## config.mk

```make
export PLATFORM = sky130hd
export DESIGN_NAME = axis_position_tracker_flat
export DESIGN_NICKNAME = d
export VERILOG_FILES = /design/src/rtl/axis_position_tracker_if.sv /design/src/rtl/axis_position_tracker.sv /design/src/flat_wrapper.sv
export SDC_FILE = /design/constraint.sdc
export NUM_CORES = 1
export LEC_CHECK = 0
export CAP_MARGIN = 20
export CORE_AREA = 10 10 128 130
export DETAILED_ROUTE_END_ITERATION = 8
export DIE_AREA = 0 0 138 140
export GPL_ROUTABILITY_DRIVEN = 0
export PLACE_DENSITY = 0.9
export SLEW_MARGIN = 20
export SYNTH_ARGS = -nofsm -noshare
export SYNTH_HDL_FRONTEND = slang
export SYNTH_SLANG_ARGS = --single-unit
```

## constraint.sdc

```tcl
create_clock -name aclk -period 3.7 [get_ports aclk]
set_input_delay 0.555 -clock aclk [delete_from_list [all_inputs] [get_ports aclk]]
set_output_delay 0.555 -clock aclk [all_outputs]
set_load 0.05 [all_outputs]
```

## src/rtl/axis_position_tracker_if.sv

```systemverilog
// Sample stream carrying a tvalid/tdata pair between the ADC path, the position tracker and the DMA path.
// Valid/ready semantics: there is no tready. The consumer is always ready, so a beat transfers on every rising edge where tvalid is high.
interface axis_position_tracker_if #(
    parameter int DATA_W = 32
);
    logic              tvalid;
    logic [DATA_W-1:0] tdata;

    modport master (output tvalid, output tdata);
    modport slave  (input  tvalid, input  tdata);
endinterface

```

## src/rtl/axis_position_tracker.sv

```systemverilog
// Hysteresis comparators, quadrature decoder and scaled position output, with three register stages.
// Optional macro POSITION_TRACKER_ERROR_CNT_EN adds a saturating count of illegal double transitions.
module axis_position_tracker #(
    parameter int S_AXIS_TDATA_WIDTH = 32,
    parameter int M_AXIS_TDATA_WIDTH = 32
) (
    input  logic                                  aclk,
    input  logic                                  areset,
    input  logic signed [S_AXIS_TDATA_WIDTH/2-1:0] lower_threshold,
    input  logic signed [S_AXIS_TDATA_WIDTH/2-1:0] upper_threshold,
    input  logic [4:0]                            log_scale,
    axis_position_tracker_if.slave                S_AXIS,
    axis_position_tracker_if.master               M_AXIS
`ifdef POSITION_TRACKER_ERROR_CNT_EN
    ,
    output logic [15:0]                           error_count
`endif
);
    localparam int HW = S_AXIS_TDATA_WIDTH / 2;
    localparam int PW = M_AXIS_TDATA_WIDTH;

    logic signed [HW-1:0] sample_a;
    logic signed [HW-1:0] sample_b;
    logic                 bit_a_q, bit_a_d;
    logic                 bit_b_q, bit_b_d;
    logic                 v1_q, v1_d;
    logic [1:0]           prev_q, prev_d;
    logic                 init_q, init_d;
    logic                 v2_q, v2_d;
    logic [PW-1:0]        pos_q, pos_d;
    logic [PW-1:0]        out_q, out_d;
    logic                 out_v_q, out_v_d;
    logic [1:0]           step;

    // Gray pair {B,A} to its position in the forward cycle 00,01,11,10.
    function automatic logic [1:0] gray_idx(input logic [1:0] g);
        return {g[1], g[1] ^ g[0]};
    endfunction

    assign sample_a = S_AXIS.tdata[HW-1:0];
    assign sample_b = S_AXIS.tdata[2*HW-1:HW];
    assign step     = gray_idx({bit_b_q, bit_a_q}) - gray_idx(prev_q);

    always_comb begin
        bit_a_d = bit_a_q;
        bit_b_d = bit_b_q;
        v1_d    = S_AXIS.tvalid;
        if (S_AXIS.tvalid) begin
            if (sample_a > upper_threshold)      bit_a_d = 1'b1;
            else if (sample_a < lower_threshold) bit_a_d = 1'b0;
            if (sample_b > upper_threshold)      bit_b_d = 1'b1;
            else if (sample_b < lower_threshold) bit_b_d = 1'b0;
        end
    end

    // step 01 = forward, 11 = reverse, 10 = illegal double change (position held).
    always_comb begin
        prev_d = prev_q;
        init_d = init_q;
        pos_d  = pos_q;
        v2_d   = v1_q;
        if (v1_q) begin
            prev_d = {bit_b_q, bit_a_q};
            init_d = 1'b1;
            if (init_q) begin
                case (step)
                    2'b01:   pos_d = pos_q + 1'b1;
                    2'b11:   pos_d = pos_q - 1'b1;
                    default: pos_d = pos_q;
                endcase
            end
        end
    end

    always_comb begin
        out_d   = out_q;
        out_v_d = v2_q;
        if (v2_q) out_d = $signed(pos_q) >>> log_scale;
    end

    always_ff @(posedge aclk) begin
        if (areset) begin
            bit_a_q <= 1'b0;
            bit_b_q <= 1'b0;
            v1_q    <= 1'b0;
            prev_q  <= 2'b00;
            init_q  <= 1'b0;
            v2_q    <= 1'b0;
            pos_q   <= '0;
            out_q   <= '0;
            out_v_q <= 1'b0;
        end else begin
            bit_a_q <= bit_a_d;
            bit_b_q <= bit_b_d;
            v1_q    <= v1_d;
            prev_q  <= prev_d;
            init_q  <= init_d;
            v2_q    <= v2_d;
            pos_q   <= pos_d;
            out_q   <= out_d;
            out_v_q <= out_v_d;
        end
    end

    assign M_AXIS.tvalid = out_v_q;
    assign M_AXIS.tdata  = out_q;

`ifdef POSITION_TRACKER_ERROR_CNT_EN
    logic        illegal;
    logic [15:0] err_q, err_d;

    assign illegal = v1_q && init_q && (step == 2'b10);

    always_comb begin
        err_d = err_q;
        if (illegal && (err_q != 16'hFFFF)) err_d = err_q + 16'd1;
    end

    always_ff @(posedge aclk) begin
        if (areset) err_q <= 16'd0;
        else        err_q <= err_d;
    end

    assign error_count = err_q;
`endif
endmodule

```

## src/flat_wrapper.sv

```systemverilog
// flat-port wrapper written by rule: the top's interface ports become plain ports
module axis_position_tracker_flat 
#(
    parameter int S_AXIS_TDATA_WIDTH = 32,
    parameter int M_AXIS_TDATA_WIDTH = 32
)
  (aclk, areset, lower_threshold, upper_threshold, log_scale, S_AXIS_tvalid, S_AXIS_tdata, M_AXIS_tvalid, M_AXIS_tdata);
  axis_position_tracker_if #(.DATA_W((32))) S_AXIS_i ();
  axis_position_tracker_if #(.DATA_W((32))) M_AXIS_i ();
  input  logic aclk;
  input  logic areset;
  input  logic signed [S_AXIS_TDATA_WIDTH/2-1:0] lower_threshold;
  input  logic signed [S_AXIS_TDATA_WIDTH/2-1:0] upper_threshold;
  input  logic [4:0] log_scale;
  input wire logic [$bits(S_AXIS_i.tvalid)-1:0] S_AXIS_tvalid;
  input wire logic [$bits(S_AXIS_i.tdata)-1:0] S_AXIS_tdata;
  output wire logic [$bits(M_AXIS_i.tvalid)-1:0] M_AXIS_tvalid;
  output wire logic [$bits(M_AXIS_i.tdata)-1:0] M_AXIS_tdata;
  assign S_AXIS_i.tvalid = S_AXIS_tvalid;
  assign S_AXIS_i.tdata = S_AXIS_tdata;
  assign M_AXIS_tvalid = M_AXIS_i.tvalid;
  assign M_AXIS_tdata = M_AXIS_i.tdata;
  axis_position_tracker #(.S_AXIS_TDATA_WIDTH(S_AXIS_TDATA_WIDTH), .M_AXIS_TDATA_WIDTH(M_AXIS_TDATA_WIDTH)) u_core (.aclk(aclk), .areset(areset), .lower_threshold(lower_threshold), .upper_threshold(upper_threshold), .log_scale(log_scale), .S_AXIS(S_AXIS_i), .M_AXIS(M_AXIS_i));
endmodule
```

# After elaboration in Yosys (flattened, before gate mapping)
# Cells that the tools add are included.
# Widths: inputs -> output; s select.
dict set report totals {
  in_bits 72
  latchBits 0
  output_inout_bits 33
  regBits 72
  mem_bits_ro 0
  ramBits 0
  mem_count 0
  word_cells 32
}
dict set report op_classes {
  multipliers 0
  shifts 1
  addsub 3
  n_reduce_logical 6
  div_mod_pow 0
  muxes 5
  magnitude_cmp 4
  n_bitwise 2
  eq_ne 2
}
# cell n
set op_table {}
lappend op_table {{$pmux 32 s2} 1}
lappend op_table {{$add 32x1->32 const B} 1}
lappend op_table {{$gt 16x16->1} 2}
lappend op_table {{$lt 16x16->1} 2}
lappend op_table {{$sshr 32x5->32} 1}
lappend op_table {{$sub 32x1->32 const B} 1}
lappend op_table {{$reduce_bool 2->1} 3}
lappend op_table {{$mux 1} 4}
lappend op_table {{$reduce_and 2->1} 2}
lappend op_table {{$reduce_and 3->1} 1}
lappend op_table {{$eq 2x1->1 const B} 1}
lappend op_table {{$eq 2x2->1 const B} 1}
lappend op_table {{$sub 2x2->2} 1}
lappend op_table {{$xor 1x1->1} 2}

# Logic depth before layout (Yosys ltp)
dict set report logic_depth {
  ltp_word 5
  mapped_depth 16
  depth_no_buf 13
}

# Worst setup path before layout
# No wires, ideal clock.
dict set report synth_timing {
  kind {reg2reg}
  startpoint {register u_core.prev_q[1]}
  endpoint {register u_core.pos_q[28]}
  slack_ns -0.006
  setup_time_ns 0.128
  synth_period_minus_slack_ns 3.706
  n_path_buf 3
  required_time_ns 3.572
  stages_incl_launch_ff 17
  arrival_time_ns 3.578
  cell_sequence {dfxtp_1 -> xor2_1 -> ha_1 -> xnor3_1 -> or2_1 -> buf_6 -> buf_6 -> buf_2 -> xnor2_1 -> ha_1 -> nand4_1 -> nor3_1 -> or4b_1 -> a221oi_1 -> mux2i_1 -> xnor2_1 -> nor2_1}
}
dict set report synth_via {
  elab_chain_cells 5
  word_cells_on_any_way 7
  cone_classes {add/sub (1); eq/ne (2); mux (1); bitwise (1); reduce/logical (2)}
}
# item line
set synth_rtl {}
lappend synth_rtl {{from (decl)} axis_position_tracker.sv:27} ;# logic [1:0] prev_q, prev_d;
lappend synth_rtl {{from (signal assigned)} axis_position_tracker.sv:96} ;# prev_q <= prev_d;
lappend synth_rtl {{$xor 1x1->1} axis_position_tracker.sv:37} ;# return {g[1], g[1] ^ g[0]};
lappend synth_rtl {{$sub 2x2->2 *} axis_position_tracker.sv:42} ;# assign step = gray_idx({bit_b_q, bit_a_q}) - gray_idx(prev_q);
lappend synth_rtl {{$eq 2x1->1 or $eq 2x2->1 (tied branches)} axis_position_tracker.sv:66} ;# case (step)
lappend synth_rtl {{$reduce_bool 2->1 (no source line)} n/a}
lappend synth_rtl {{$reduce_and 3->1 (no source line)} n/a}
lappend synth_rtl {{to (signal assigned)} axis_position_tracker.sv:99} ;# pos_q <= pos_d;
lappend synth_rtl {{to (decl)} axis_position_tracker.sv:30} ;# logic [PW-1:0] pos_q, pos_d;
# Mark *: on every way between the ends. The rest lies on a longest branch, timed or not.
# A chain may end at the register's enable or synchronous reset.

# Final worst setup path
# Same ends and word-level chain as after synthesis.

==> results.json <==
{
  "yosysWarnings": 0,
  "maxSlewHeadroom_pct": 50.6,
  "synth_edf_count": 0,
  "setup_viol": 0,
  "swShare_pct": 31.1,
  "ys_seq_area_share_pct": 20.7,
  "p_comb_share_pct": 27.4,
  "max_freq_mhz": 280,
  "grt_pass1_wl_um": 32800,
  "synth_cell_types": 69,
  "path_class": "flip-flop to flip-flop",
  "cpPeakStageDelay_ns": 0.52,
  "worst_pin_slew_ns": 0.739,
  "insertedDiodeCount": 0,
  "max_cap_violations": 0,
  "pre_cts_ws_ns": 0.0868,
  "hold_buffers": 0,
  "synth_ff_type": "dfxtp_1",
  "crit_buf_inv": 0,
  "fin_ws_ns": 0.125,
  "wl_per_cell_um": 18.3,
  "die_y_um": 140,
  "grt_usage_pct": 19.8,
  "finalHoldViolations": 0,
  "syn_area_sq_um": 6980,
  "place_hpwl_um": 15100,
  "multi_input_area_sq_um": 5070,
  "drt_first_pass_iters": 5,
  "synth-seq-cells": 72,
  "vdd_ir_drop_max_uv": 222,
  "layout_commonest_cell": "nor2_1",
  "final_util_pct": 60.8,
  "drive_gt1_share_pct": 9.97,
  "port-buffer-count": 104,
  "cts_root_buf": "clkbuf_16",
  "crit_start": "u_core.prev_q[1]$_SDFFE_PP0P_",
  "cts_max_level": 3,
  "wl_met3_um": 1780,
  "die_x_um": 138,
  "crit_required_ns": 3.90,
  "num_io_pins": 105,
  "routedLengthMet1_um": 7960,
  "powerDensity_nw_per_um2": 296,
  "grt_max_degree": 74,
  "initial_core_util_pct": 50.7,
  "final_nets": 1064,
  "path_common_cell": "xnor2_1",
  "fin_worst_skew_ns": 0.00751,
  "layout_common_cells": "nor2_1 (120), clkdlybuf4s50_1 (102), dfxtp_1 (72)",
  "end_kind": "flip-flop",
  "drcViolationCount": 0,
  "cts.clk_slew.worst_paths_ns": 0.06,
  "met2WireLength_um": 9920,
  "critical_path.top_delay_family": "simple AND/OR/NAND/NOR gates",
  "reg2reg_from": "u_core.prev_q[1]$_SDFFE_PP0P_",
  "drv_slew": 0,
  "grt_pass1_vias": 6513,
  "clkPwrFrac_pct": 39.2,
  "numCtsBuffers": 9,
  "critPathMaxFanout": 7,
  "numClockSinks": 72,
  "fill_cells": 1126,
  "cp-start-kind": "flip-flop",
  "ff2ff_setup_slack_ns": 0.12,
  "p_leak_nw": 3.28,
  "clk_latency_ns": 0.35,
  "intPower_mw": 1.71,
  "worstHoldStart": "u_core.init_q$_SDFFE_PP0P_",
  "syn_avg_cell_area_sq_um": 7.95,
  "path_cells": "xor2_1 > ha_1 > xnor3_1 > or2_1 > xnor2_1 > ha_2 > nand4_1 > nor3_2 > or4b_1 > a221oi_2 > mux2i_1 > xnor2_1 > nor2_1",
  "area_growth_pct": 20.0,
  "drt_wl_total_um": 20300,
  "synth_async_sr_flop_share_pct": 0,
  "drt_iter0_drc": 836,
  "vias": 6985,
  "cts_buffer_depth": 2,
  "synth_top_area_share_pct": 20.7,
  "placementRows": 43,
  "status": "completed",
  "synth.area.top_cells": "dfxtp_1 (21%), ha_1 (11%), mux4_2 (9.0%)",
  "arrival_ns": 3.78,
  "post-route-period-util_pct": 96.6,
  "overflow": 0,
  "hp-class": "flip-flop to flip-flop",
  "syn_nets": 1014,
  "netlist.top_cell.by_area": "dfxtp_1",
  "viasPerCell": 6.28,
  "top_layer": "met4",
  "syn_inst": 878,
  "antenna_found_initial": 0,
  "cts_tree": "yes",
  "p_seq_share_pct": 33.3,
  "seq_area_sq_um": 1440,
  "p_switching_mw": 0.770,
  "cpMaxStageDelayCell": "or4b_1",
  "final_antenna_net_count": 0,
  "core_area_sq_um": 13800,
  "dieArea_sq_um": 19300,
  "finalCriticalPeriod_ns": 3.58
}
[synthesized netlist by cell type, types with 27 or more instances]
| cell | number |
|---|---|
| dfxtp_1 | 72 |
| mux2i_1 | 37 |
| clkbuf_1 | 60 |
| o21ai_0 | 46 |
| nor2_1 | 120 |
| ha_1 | 64 |
| nand4_1 | 28 |
| nor3_1 | 27 |
| nand2_1 | 55 |
| inv_1 | 38 |
| mux4_2 | 28 |
| a21oi_1 | 52 |
[final cells by class]
class | count | area share (%)
timing repair buffer | 118 | 13.7
clock buffer | 10 | 2.86
multi-input combinational | 687 | 60.6
sequential | 72 | 17.2
tap | 180 | 2.69
clock inverter | 6 | 1.09
inverter | 40 | 1.79
[registers in the layout (all words and copies together) (netlist names)]
| signal | flops |
|---|---|
| u_core.prev_q | 2 |
| u_core.init_q | 1 |
| u_core.M_AXIS.tvalid | 1 |
| u_core.v1_q | 1 |
| u_core.pos_q | 32 |
| u_core.out_v_d | 1 |
| u_core.bit_a_q | 1 |
| u_core.bit_b_q | 1 |
| u_core.M_AXIS.tdata | 32 |
[metal layers]
| layer | vias up | global-route usage [%] |
|---|---|---|
| met5 | - | 0 |
| li1 | 3313 | - |
| met1 | 3213 | 23.4 |
| met4 | 0 | 7.33 |
| met3 | 64 | 4.09 |
| met2 | 395 | 34.3 |
[kinds of logic (layout without fill, tap and decap cells)]
family,Yosys count,after routing,share of synthesized area (%)
AO/OA/AOI/OAI,180,180,16.4
flip-flops,72,72,20.7
AND/OR/NAND/NOR,331,331,23.6
buffers and inverters,119,174,6.81
multiplexers,82,82,17.1
adder cells (fa/ha/maj),64,64,11.5
XOR/XNOR,30,30,3.96
[timing repair]
item / 4_1_cts / 5_1_grt
setup endpoints to repair: 0 / 1
hold endpoints to repair: 0 / 0
setup buffers: 0 / 1
resized for setup: 0 / 2
[metrics by stage]
step                power [mW]  setup TNS, ns  cell area (sq um)  hold WS (ns)  cells
floorplan                 1.30              0               6980         0.435    878
global placement          1.48              0               8020         0.447   1096
detailed placement        1.50              0               8020         0.454   1096
CTS                       2.47              0               8350         0.466   1112
global route              2.58       -0.00564               8370         0.488   1113
finish                    2.48              0               8370         0.469   1113
[power by group through the flow]
stage	clock, mW	combinational, mW	sequential (mW)
5_1_grt	1.01	0.739	0.829
4_1_cts	0.975	0.669	0.825
3_3_place_gp	0	0.644	0.840
6_report	0.972	0.679	0.826
2_1_floorplan	0	0.416	0.884
3_5_place_dp	0	0.662	0.842
[tightest hold or removal path, delay by kind of cell (launching register included)]
| family | cells | cell delay, ns |
|---|---|---|
| flip-flops | 1 | 0.32 |
| AND/OR/NAND/NOR | 2 | 0.11 |
[path summary, 6_finish.rpt]
check | end | cells after the start
max reg2reg | u_core.pos_q[28]$_SDFFE_PP0P_ | 13
max | u_core.pos_q[28]$_SDFFE_PP0P_ | 13
min | u_core.init_q$_SDFFE_PP0P_ | 2
min reg2reg | u_core.init_q$_SDFFE_PP0P_ | 2
(Power assumes the default switching activity.)
